**src/rtl/i2c_slv_byte_ctl.sv**
```systemverilog
// Byte-level protocol engine for one I2C slave channel.
// Turns the PHY's START/STOP/strobe events into address, pointer and data
// bytes, drives the ACK / read-data bit back to SDA, and runs a simple
// register-file port (reg_addr / reg_wr / reg_rd).
//
// Handshake with the register file: reg_wr is a one-cycle pulse with
// reg_addr/reg_wdata valid in the same cycle; reg_rd is a one-cycle pulse
// with reg_addr valid, and reg_rdata must be valid exactly one cycle later.
module i2c_slv_byte_ctl #(
  parameter logic [6:0] SLV_ADDR = 7'h50
) (
  input  logic       ck_ref,
  input  logic       rst_ref,
  input  logic       i2c_start,
  input  logic       i2c_spc_stop,
  input  logic       i2c_strobe,
  input  logic       i2c_mst_data,
  output logic       i2c_slv_data,
  output logic [7:0] reg_addr,
  output logic       reg_wr,
  output logic [7:0] reg_wdata,
  output logic       reg_rd,
  input  logic [7:0] reg_rdata,
  output logic       busy,
  output logic [3:0] dbg_state
);

  typedef enum logic [3:0] {
    IDLE      = 4'd0,
    ADDR      = 4'd1,
    ADDR_ACK  = 4'd2,
    PTR       = 4'd3,
    PTR_ACK   = 4'd4,
    WDATA     = 4'd5,
    WDATA_ACK = 4'd6,
    RDATA     = 4'd7,
    RDATA_ACK = 4'd8,
    IGNORE    = 4'd9
  } state_t;

  state_t      state_q, state_d;
  logic [2:0]  bit_cnt;
  logic [6:0]  sh_q;        // 7 bits suffice: the 8th bit is taken live
  logic        rw_q;
  logic        rd_pend;     // reg_rd was high last cycle -> reg_rdata valid now
  logic [7:0]  rx_byte;

  logic        sda_d;
  logic        cnt_clr, cnt_inc;
  logic        shift_in, shift_out, rd_cap;
  logic        rw_ld, ptr_ld, wr_go, rd_go, addr_inc;

  assign rx_byte   = {sh_q, i2c_mst_data};
  assign busy      = (state_q != IDLE) && (state_q != IGNORE);
  assign dbg_state = state_q;

  // State register.
  always_ff @(posedge ck_ref or negedge rst_ref) begin
    if (!rst_ref) state_q <= IDLE;
    else          state_q <= state_d;
  end

  // Next state and datapath controls; STOP outranks START, both outrank a strobe.
  always_comb begin
    state_d   = state_q;
    sda_d     = i2c_slv_data;
    cnt_clr   = 1'b0;
    cnt_inc   = 1'b0;
    shift_in  = 1'b0;
    shift_out = 1'b0;
    rd_cap    = 1'b0;
    rw_ld     = 1'b0;
    ptr_ld    = 1'b0;
    wr_go     = 1'b0;
    rd_go     = 1'b0;
    addr_inc  = 1'b0;
    if (i2c_spc_stop) begin
      state_d = IDLE;
      sda_d   = 1'b1;
      cnt_clr = 1'b1;
    end else if (i2c_start) begin
      state_d = ADDR;
      sda_d   = 1'b1;
      cnt_clr = 1'b1;
    end else if (i2c_strobe) begin
      case (state_q)
        ADDR: begin
          cnt_inc  = 1'b1;
          shift_in = 1'b1;
          if (bit_cnt == 3'd7) begin
            if (sh_q == SLV_ADDR) begin
              rw_ld   = 1'b1;
              state_d = ADDR_ACK;
              sda_d   = 1'b0;
            end else begin
              state_d = IGNORE;
              sda_d   = 1'b1;
            end
          end
        end
        ADDR_ACK: begin
          sda_d = 1'b1;
          if (rw_q) begin
            rd_go   = 1'b1;
            state_d = RDATA;
          end else begin
            state_d = PTR;
          end
        end
        PTR: begin
          cnt_inc  = 1'b1;
          shift_in = 1'b1;
          if (bit_cnt == 3'd7) begin
            ptr_ld  = 1'b1;
            state_d = PTR_ACK;
            sda_d   = 1'b0;
          end
        end
        PTR_ACK: begin
          state_d = WDATA;
          sda_d   = 1'b1;
        end
        WDATA: begin
          cnt_inc  = 1'b1;
          shift_in = 1'b1;
          if (bit_cnt == 3'd7) begin
            wr_go   = 1'b1;
            state_d = WDATA_ACK;
            sda_d   = 1'b0;
          end
        end
        WDATA_ACK: begin
          addr_inc = 1'b1;
          state_d  = WDATA;
          sda_d    = 1'b1;
        end
        RDATA: begin
          cnt_inc   = 1'b1;
          shift_out = 1'b1;
          if (bit_cnt == 3'd7) begin
            state_d = RDATA_ACK;
            sda_d   = 1'b1;
          end else begin
            sda_d   = sh_q[6];
          end
        end
        RDATA_ACK: begin
          addr_inc = 1'b1;
          sda_d    = 1'b1;
          if (!i2c_mst_data) begin
            rd_go   = 1'b1;
            state_d = RDATA;
          end else begin
            state_d = IGNORE;
          end
        end
        default: begin
          sda_d = 1'b1;
        end
      endcase
    end else if (rd_pend && (state_q == RDATA)) begin
      rd_cap = 1'b1;
      sda_d  = reg_rdata[7];
    end
  end

  // Datapath registers: bit counter, shifter, pointer, write data and pulses.
  always_ff @(posedge ck_ref or negedge rst_ref) begin
    if (!rst_ref) begin
      i2c_slv_data <= 1'b1;
      bit_cnt      <= 3'd0;
      sh_q         <= 7'd0;
      rw_q         <= 1'b0;
      rd_pend      <= 1'b0;
      reg_addr     <= 8'd0;
      reg_wdata    <= 8'd0;
      reg_wr       <= 1'b0;
      reg_rd       <= 1'b0;
    end else begin
      i2c_slv_data <= sda_d;
      reg_wr       <= wr_go;
      reg_rd       <= rd_go;
      rd_pend      <= reg_rd;
      if (cnt_clr)      bit_cnt <= 3'd0;
      else if (cnt_inc) bit_cnt <= bit_cnt + 3'd1;
      if (shift_in)       sh_q <= {sh_q[5:0], i2c_mst_data};
      else if (shift_out) sh_q <= {sh_q[5:0], 1'b0};
      else if (rd_cap)    sh_q <= reg_rdata[6:0];
      if (rw_ld) rw_q <= i2c_mst_data;
      if (ptr_ld)        reg_addr <= rx_byte;
      else if (addr_inc) reg_addr <= reg_addr + 8'd1;
      if (wr_go) reg_wdata <= rx_byte;
    end
  end

endmodule
```
**config.mk**
```make
export PLATFORM = sky130hd
export DESIGN_NAME = i2c_slv_byte_ctl
export DESIGN_NICKNAME = d
export VERILOG_FILES = /design/src/rtl/i2c_slv_byte_ctl.sv
export SDC_FILE = /design/constraint.sdc
export NUM_CORES = 1
export LEC_CHECK = 0
export CELL_PAD_IN_SITES_DETAIL_PLACEMENT = 0
export CELL_PAD_IN_SITES_GLOBAL_PLACEMENT = 1
export CORE_MARGIN = 2
export CORE_UTILIZATION = 36
export DETAILED_ROUTE_END_ITERATION = 12
export GPL_ROUTABILITY_DRIVEN = 0
export MAX_ROUTING_LAYER = met4
export PLACE_DENSITY = 0.78
export SETUP_SLACK_MARGIN = 0.3
export SYNTH_ARGS = -nofsm -noshare
export SYNTH_HDL_FRONTEND = slang
export SYNTH_SLANG_ARGS = --single-unit
```
**constraint.sdc**
```tcl
create_clock -name ck_ref -period 1.9 [get_ports ck_ref]
set_input_delay 0.19 -clock ck_ref [delete_from_list [all_inputs] [get_ports ck_ref]]
set_output_delay 0.19 -clock ck_ref [all_outputs]
set_load 0.1 [all_outputs]
```
==> results_dict.tcl, run 1 <==
set metrics [dict create \
    via_per_inst 5.265 \
    via_count 1890 \
    hp-class "input port to asynchronous set/reset pin" \
    synth_area_um2 2088 \
    initial_utilization_pct 37.69 \
    dpl_worst_slack_ns -0.1839 \
    critPathCaptureType "flip-flop" \
    grt_max_degree 36 \
    die_h_um 80.16 \
    worst_pin_slew_ns 0.4614 \
    start_kind "flip-flop" \
    drive_gt1_share_pct 43.21 \
    mostFrequentLayoutCell "buf_4" \
    clock_skew_ns 0.005759 \
    r2r_start "bit_cnt[0]$_DFFE_PN0P_" \
    core_um2 5540 \
    final_cell_mix "buf_4, dfrtp_1, nand2_1, mux2i_1" \
    ys_seq_elements 35 \
    hpwl_mm 3.897 \
    wire_per_inst_um 16.25 \
    clk_pin_slew_ns 0.08 \
    fmax_ghz 0.5353 \
    fin_crit_ns 1.868 \
    synth-async-reset-ratio_pct 100.0 \
    clk_latency_ns 0.29 \
    grt.overflow.total 0 \
    dpl_cell_area_um2 2788 \
    cts_tree "yes" \
    slew_headroom_pct 69.24 \
    finalHoldViolCount 0 \
    track_usage_pct 19.32 \
    synthFlopType "dfrtp_1" \
    setup_ws_ns 0.03201 \
    die_area_um2 6426 \
    antenna_found_initial 0 \
    cts_hold_buf 0 \
    crit_fanout 6 \
    critPathLaunch "bit_cnt[0]$_DFFE_PN0P_" \
    period_share_pct 98.32 \
    clock_sinks 35 \
    maxCapViolCount 0 \
    ios 38 \
    setup_violations 0 \
    stdcell_area_um2 3228 \
    cts_buffers 5 \
    drt_wl_total_mm 5.833 \
    finalNetCount 303 \
    leakagePower_nw 1.502 \
    clockBufferDepth 2 \
    synth_cells 206 \
    remaining_drc_errors 0 \
    rsz0062_at_grt "true" \
    io_buffers 37 \
    htreeDepth 2 \
    design_power_total_mw 1.779 \
    cp.required_ns 2.09 \
    synth.avg_cell_area_um2 10.14 \
    utilization_pct 58.27 \
    yosysUniqueCellTypes 52 \
    p_per_area_nw_per_um2 551.2 \
    syn2layout_area_growth_pct 54.58 \
    status "completed" \
    peakVddDrop_v 0.0004582 \
    synth_warnings 0 \
    grt_pass1_wl_mm 9.397 \
    ant_nets 0 \
    drtPass1Iterations 4 \
    num_rows 27 \
    crit_arrival_ns 2.05 \
    grt_pass1_vias 1918 \
    maxSlewViolCount 0 \
    diodes 0 \
    ys_seq_area_share_pct 42.00 \
    cts_root_buf "clkbuf_8" \
    worst-setup-path-type "flip-flop to flip-flop" \
    synth_edf_count 0 \
    drt_iter0_markers 173 \
    synthesis.nets 223 \
    die_w_um 80.16 \
]
worst paths after layout:
path | end | slack [ns] | cells past startpoint
setup / recovery | reg_addr[4]$_DFFE_PN0P_ | 0.03 | 6
hold / removal | reg_wr$_DFF_PN0_ | 0.31 | 2
setup reg to reg | reg_addr[4]$_DFFE_PN0P_ | 0.03 | 6
hold reg to reg | rd_pend$_DFF_PN0_ | 0.40 | 0
max in group asynchronous | dbg_state[1]$_DFFE_PN0P_ | 1.23 | 2
min in group ck_ref | dbg_state[0]$_DFFE_PN0P_ | 0.32 | 2
logic make-up (layout without fill, tap and decap cells):
family,Yosys count,after routing,share of synthesized area [%]
xor+xnor,5,5,2.097
flops,35,35,42.00
mux,23,23,11.62
fa+ha+maj,3,3,1.798
compound gates,52,52,17.86
simple gates,72,73,21.09
buf+inv,16,96,3.535
per-layer routing:
layer	global-route usage (%)	part of all wire, %	wire (um)
met1	26.67	49	2853
met3	3.371	3.7	218
met2	29.67	46	2690
met4	4.576	1.2	70
met5	-	0	0
where the power goes:
group	internal (mW)	switching (mW)
combinational	0.119	0.160
sequential	0.775	0.0315
clock	0.395	0.299
worst max-delay path, cell delays in order (launching register included):
cell     delay, ns
dfrtp_1       0.37
ha_2          0.20
ha_4          0.14
or4bb_4       0.48
nor2_4        0.18
mux2i_1       0.10
a221o_1       0.29
layout make-up:
class	count	area, um2
Clock inverter	3	46.29
Multi-Input combinational cell	156	1295
Tap cell	72	90.09
Sequential cell	35	894.6
Timing Repair Buffer	85	822.0
Fill cell	483	2312
Clock buffer	5	68.82
Inverter	3	11.26
registers in the layout (all words and copies together), names as in the netlist:
signal / flops
reg_addr: 8
reg_wdata: 8
sh_q: 7
dbg_state: 4
bit_cnt: 3
i2c_slv_data: 1
rd_pend: 1
reg_rd: 1
reg_wr: 1
rw_q: 1
what timing repair did:
item / in CTS / in global routing
gates resized for setup: 22 / 19
setup endpoints to repair: 32 / 31
setup buffers: 15 / 5
pin swaps: 12 / 8
cloned: 1 / 0
cell usage after synthesis, types with 4 or more instances:
library cell | number | share of area, %
nor2_1 | 6 | 1.1
o21ai_1 | 6 | 1.4
nand3_1 | 4 | 0.96
buf_2 | 5 | 1.2
xnor2_1 | 5 | 2.1
a21oi_1 | 8 | 1.9
o21ai_0 | 11 | 2.6
nor3_1 | 5 | 1.2
clkbuf_1 | 5 | 0.90
mux2_2 | 10 | 5.4
nand2b_1 | 5 | 1.5
nand2_1 | 24 | 4.3
dfrtp_1 | 34 | 41
nor2b_1 | 4 | 1.2
mux2i_1 | 13 | 6.2
through the flow:
step,hold WS (ns),cells,TNS (ns)
after floorplan,-0.1056,206,-0.4611
after global placement,0.3622,330,-2.258
after detailed placement,0.3685,330,-2.589
after CTS,0.3086,354,0
after global routing,0.3476,359,-0.05401
final,0.3060,359,0
Note: power is estimated with default switching activity, not from simulation.
==> inputs of run 2 (changes only) <==
Settings changed: ABC_AREA set to 1, CORE_UTILIZATION 36 to 34, PLACE_DENSITY 0.78 to 0.79.
==> results_dict.tcl, run 2 <==
set metrics [dict create \
    status "completed" \
    via_count 1736 \
    rsz0062_at_grt "false" \
    maxCapViolCount 0 \
    die_area_um2 6394 \
    cts_root_buf "clkbuf_8" \
    die_w_um 79.96 \
    ios 38 \
    initial_utilization_pct 35.41 \
    ys_seq_elements 35 \
    maxSlewViolCount 0 \
    synthTopCellsByCount "nand2_1, dfrtp_1, inv_1, nand3_1, nor2_1" \
    start_kind "flip-flop" \
    fin_setup_tns_ns 0 \
    synth.avg_cell_area_um2 7.754 \
    p_switching_mw 0.6129 \
    drive_gt1_share_pct 28.38 \
    synth_top_area_share_pct 43.37 \
    setup_violations 0 \
    slowest_delay_ns 0.55 \
    worst_pin_slew_ns 0.3747 \
    fmax_ghz 0.6534 \
    setup_ws_ns 0.3696 \
    die_h_um 79.96 \
    io_buffers 37 \
    cp_slowest_cell "dfrtp_4" \
    syn2layout_area_growth_pct 31.76 \
    synth_area_um2 1962 \
    finalNetCount 319 \
    final_cell_mix "nand2_1, buf_4, nand3_1, dfrtp_1, inv_1" \
    crit_arrival_ns 1.34 \
    pwr-share-clk_pct 30.4 \
    synth-async-reset-ratio_pct 100.0 \
    reg.largest.list "reg_addr: 8 flops, reg_wdata: 8 flops, sh_q: 7 flops" \
    crit_buf_inv 2 \
    clockBufferDepth 2 \
    worst-setup-path-type "flip-flop to primary output" \
    hpwl_mm 3.570 \
    seqPwrFrac_pct 49.5 \
    num_rows 27 \
    via_per_inst 4.629 \
    crit_path_cell_trace "inv_2 > nand2_2 > nand3_2 > buf_12" \
    dpl_worst_slack_ns 0.1430 \
    clk_pin_slew_ns 0.08 \
    clock_skew_ns 0.007181 \
    cpLargestDelayFamily "flip-flops" \
    remaining_drc_errors 0 \
    yosysUniqueCellTypes 29 \
    synth_edf_count 0 \
    netSwitchingFraction_pct 34.14 \
    synth_warnings 0 \
    track_usage_pct 16.40 \
    synth_area_leader_cell "dfrtp_1" \
    grt.overflow.total 0 \
    wire_per_inst_um 12.69 \
    synth.most_common_cell "nand2_1" \
    drtPass1Iterations 4 \
    hp-class "input port to asynchronous set/reset pin" \
    fin_crit_ns 1.530 \
    drt_iter0_markers 81 \
    drt_wl_total_mm 4.760 \
    htreeDepth 2 \
    peakVddDrop_v 0.0002968 \
    yosys-top-cells-area "dfrtp_1, nand2_1, nand3_1, inv_1, nor2_1" \
    cp.required_ns 1.71 \
    critPathCaptureType "primary output" \
    synthesis.nets 270 \
    synth_cells 253 \
    p_per_area_nw_per_um2 694.5 \
    cts_buffers 5 \
    period_share_pct 80.55 \
    grt_max_degree 30 \
    leakagePower_nw 1.303 \
    diodes 0 \
    finalHoldViolCount 0 \
    final_cells 375 \
    mostFrequentLayoutCell "nand2_1" \
    grt_pass1_wl_mm 7.872 \
    fillCellCount 566 \
    synthFlopType "dfrtp_1" \
    core_um2 5540 \
    place_inst 362 \
    ys_seq_area_share_pct 44.71 \
    cts_tree "yes" \
    crit_fanout 9 \
    grt_pass1_vias 1638 \
    antenna_found_initial 0 \
    p_int_mw 1.182 \
    clk_latency_ns 0.29 \
    clock_sinks 35 \
    ant_nets 0 \
    slew_headroom_pct 75.02 \
    comb_power_share_pct 20.1 \
    whs_ns 0.2734 \
]
==> run 2: changes by cell type after synthesis, sizes merged, moves of 6 or more <==
| cell | before | now |
|---|---|---|
| nand2 | 24 | 92 |
| inv | 3 | 30 |
| nand3 | 4 | 30 |
| nor2 | 8 | 24 |
| mux2i | 13 | 0 |
| mux2 | 10 | 0 |
| a21oi | 9 | 3 |
==> run 2: logic make-up after synthesis <==
kind of cell | Yosys count | synth area share [%]
flip-flops | 35 | 44.71
AND/OR/NAND/NOR | 153 | 35.40
XOR/XNOR | 4 | 1.786
adder cells (fa/ha/maj) | 3 | 1.913
buffers and inverters | 34 | 7.334
AO/OA/AOI/OAI | 24 | 8.865
==> run 2: final cells by class <==
class	count	area, um2	share of cell area, %
clock inverters	2	12.51	0.4840
multi-input cells	184	988.4	38.24
well taps	72	90.09	3.485
inverters	30	112.6	4.356
repair buffers	46	410.4	15.88
flip-flops and latches	35	898.4	34.75
clock buffers	6	72.57	2.807
==> run 2: final timing paths <==
path | start | end | slack (ns) | cells after the start
worst max-delay path | dbg_state[3]$_DFFE_PN0P_ | busy | 0.37 | 4
worst min register to register | reg_rd$_DFF_PN0_ | rd_pend$_DFF_PN0_ | 0.41 | 0
min in group ck_ref | reg_rd$_DFF_PN0_ | rd_pend$_DFF_PN0_ | 0.41 | 0
max in group asynchronous | rst_ref | reg_wdata[7]$_DFFE_PN0P_ | 1.17 | 3
worst max register to register | dbg_state[1]$_DFFE_PN0P_ | reg_addr[0]$_DFFE_PN0P_ | 0.42 | 9
worst min-delay path | rst_ref | dbg_state[1]$_DFFE_PN0P_ | 0.27 | 2
==> run 2: repair_timing <==
item,CTS,global route
hold buffers,0,0
setup buffers,1,4
endpoints found under the setup margin,5,21
gates resized for setup,1,9
pin swaps,0,2
gates cloned,0,0
==> run 2: routing by layer <==
| metal | up-vias | global-route usage, % | wire length [um] |
|---|---|---|---|
| met5 | - | - | 0 |
| met4 | 0 | 5.593 | 74 |
| met3 | 6 | 3.054 | 162 |
| met1 | 797 | 22.93 | 2361 |
| li1 | 900 | - | - |
| met2 | 33 | 23.92 | 2162 |
==> run 2: worst register-to-register path, cell delays in order (launching register included) <==
cell and delay (ns):
dfrtp_4 0.55, buf_4 0.17, nand2_4 0.06, inv_2 0.04, nand2_4 0.07, nor3_4 0.05, buf_12 0.13, nor2_4 0.20
nand2_1 0.08, nand3_1 0.07
==> run 2: per-stage QoR <==
| stage | utilization [%] | total power [mW] | cell area, um2 |
|---|---|---|---|
| floorplan | - | 1.128 | 2032 |
| global placement | 43.86 | 1.261 | 2430 |
| detailed placement | 43.86 | 1.265 | 2430 |
| CTS | 45.82 | 1.812 | 2539 |
| global route | 46.66 | 1.894 | 2585 |
| finish | 46.66 | 1.795 | 2585 |
==> run 2: power by group through the flow <==
stage          registers, mW  logic, mW  clock network, mW
6_report               0.888      0.362              0.546
5_1_grt                0.897      0.398              0.599
2_1_floorplan          0.948      0.181                  0
3_3_place_gp           0.903      0.358                  0
4_1_cts                0.889      0.362              0.561
3_5_place_dp           0.904      0.360                  0
==> inputs of run 3 (changes only) <==
Clock period 1.9 ns to 1.37 ns, I/O delays scaled along.
==> results_dict.tcl, run 3 (synthesis results as in run 2) <==
set metrics [dict create \
    utilization_pct 60.46 \
    diodes 0 \
    cts_tree "yes" \
    drt_iter0_markers 136 \
    via_per_inst 4.661 \
    drtPass1Iterations 4 \
    rsz0062_at_grt "true" \
    cts_buffers 5 \
    mostFrequentLayoutCell "nand2_1" \
    initial_utilization_pct 35.41 \
    cts_root_buf "clkbuf_8" \
    crit_arrival_ns 1.35 \
    period_share_pct 108.9 \
    clk_latency_ns 0.29 \
    grt_max_degree 36 \
    fmax_ghz 0.6705 \
    clk_pin_slew_ns 0.08 \
    status "finished, violations left" \
    core_um2 5540 \
    drive_gt1_share_pct 45.27 \
    hpwl_mm 3.715 \
    die_h_um 79.96 \
    register_area_um2 902.1 \
    maxCapViolCount 0 \
    final_cells 410 \
    p_per_area_nw_per_um2 812.6 \
    dpl_worst_slack_ns -0.1943 \
    finalNetCount 354 \
    ant_nets 0 \
    final_cell_mix "nand2_1, buf_4, buf_12, nand3_1, dfrtp_1" \
    syn2layout_area_growth_pct 70.73 \
    peakVddDrop_v 0.0005486 \
    worst-setup-path-type "flip-flop to primary output" \
    clock_skew_ns 0.008155 \
    reg.largest.list "reg_addr: 8 flops, reg_wdata: 8 flops, sh_q: 7 flops" \
    drt_wl_total_mm 5.097 \
    grt_pass1_wl_mm 8.549 \
    via_count 1911 \
    antenna_found_initial 0 \
    clockBufferDepth 2 \
    fin_setup_tns_ns -1.071 \
    fillCellCount 481 \
    htreeDepth 2 \
    start_kind "flip-flop" \
    die_w_um 79.96 \
    crit_fanout 7 \
    grt_pass1_vias 1837 \
    grt.overflow.total 0 \
    multi_input_area_um2 1122 \
    die_area_um2 6394 \
    violations "negative setup slack" \
    leakagePower_nw 1.578 \
    place_inst 387 \
    ios 38 \
    remaining_drc_errors 0 \
    fin_crit_ns 1.491 \
    design_power_total_mw 2.722 \
    slew_headroom_pct 79.64 \
    track_usage_pct 17.79 \
    cp.required_ns 1.23 \
    setup_ws_ns -0.1215 \
    setup_violations 27 \
    finalHoldViolCount 0 \
    critPathCaptureType "primary output" \
    num_rows 27 \
    io_buffers 37 \
    clock_sinks 35 \
    maxSlewViolCount 0 \
    worst_pin_slew_ns 0.3043 \
    wire_per_inst_um 12.43 \
    hp-class "input port to asynchronous set/reset pin" \
]
[run 3: cell count changes in the layout (fill, tap and decap cells not counted), moves of 4 or more]
| cell | change |
|---|---|
| nor2_1 | -7 |
| inv_1 | -4 |
| o21ai_0 | -5 |
| nand2_1 | -11 |
| inv_4 | +5 |
| nand2_2 | +7 |
| buf_12 | +25 |
| nor2_2 | +4 |
| buf_6 | +11 |
| nand2_4 | +4 |
[run 3: repair_timing]
item,4_1_cts,5_1_grt
endpoints found under the setup margin,45,48
setup buffers,15,0
hold buffers,0,0
endpoints found under the hold margin,0,0
resized for setup,35,20
pin swaps,12,15
[run 3: worst paths after layout]
check | from | to | slack [ns] | cells past startpoint
hold / removal | rst_ref | sh_q[0]$_DFFE_PN0P_ | 0.21 | 2
max in group asynchronous | rst_ref | i2c_slv_data$_DFFE_PN1P_ | 0.93 | 2
setup reg to reg | dbg_state[0]$_DFFE_PN0P_ | reg_addr[2]$_DFFE_PN0P_ | -0.08 | 7
setup / recovery | dbg_state[3]$_DFFE_PN0P_ | busy | -0.12 | 4
hold reg to reg | reg_rd$_DFF_PN0_ | rd_pend$_DFF_PN0_ | 0.42 | 0
min in group ck_ref | reg_rdata[1] | sh_q[1]$_DFFE_PN0P_ | 0.42 | 3
[run 3: stage by stage]
stage               cell area (um2)  hold slack (ns)
floorplan                      2069          -0.1586
global placement               2977           0.4089
detailed placement             2977           0.4075
CTS                            3292           0.2182
global route                   3349           0.2391
finish                         3349           0.2062
[run 3: metal layers]
metal	track usage [%]	wire length [um]
met5	-	0
met4	6.102	64
met3	2.828	121
met2	26.92	2536
met1	24.32	2375
[run 3: critical path, stage by stage, from the launching register on]
cell and delay [ns]:
dfrtp_4 0.55, nand2_2 0.13, buf_4 0.13, nand3_4 0.08
buf_12 0.17
[run 3: report_power, final]
group	leakage, nW	total [mW]	internal, mW	switching [mW]
sequential	0.445	1.19	1.12	0.0733
clock	0.0412	0.766	0.356	0.410
combinational	1.09	0.762	0.330	0.432
[run 3: final cells by class]
cell class	instances	share of cell area, %
flip-flops and latches	35	26.93
clock inverters	2	0.3736
multi-input cells	184	33.51
inverters	30	3.885
clock buffers	6	2.167
repair buffers	81	30.44
well taps	72	2.690
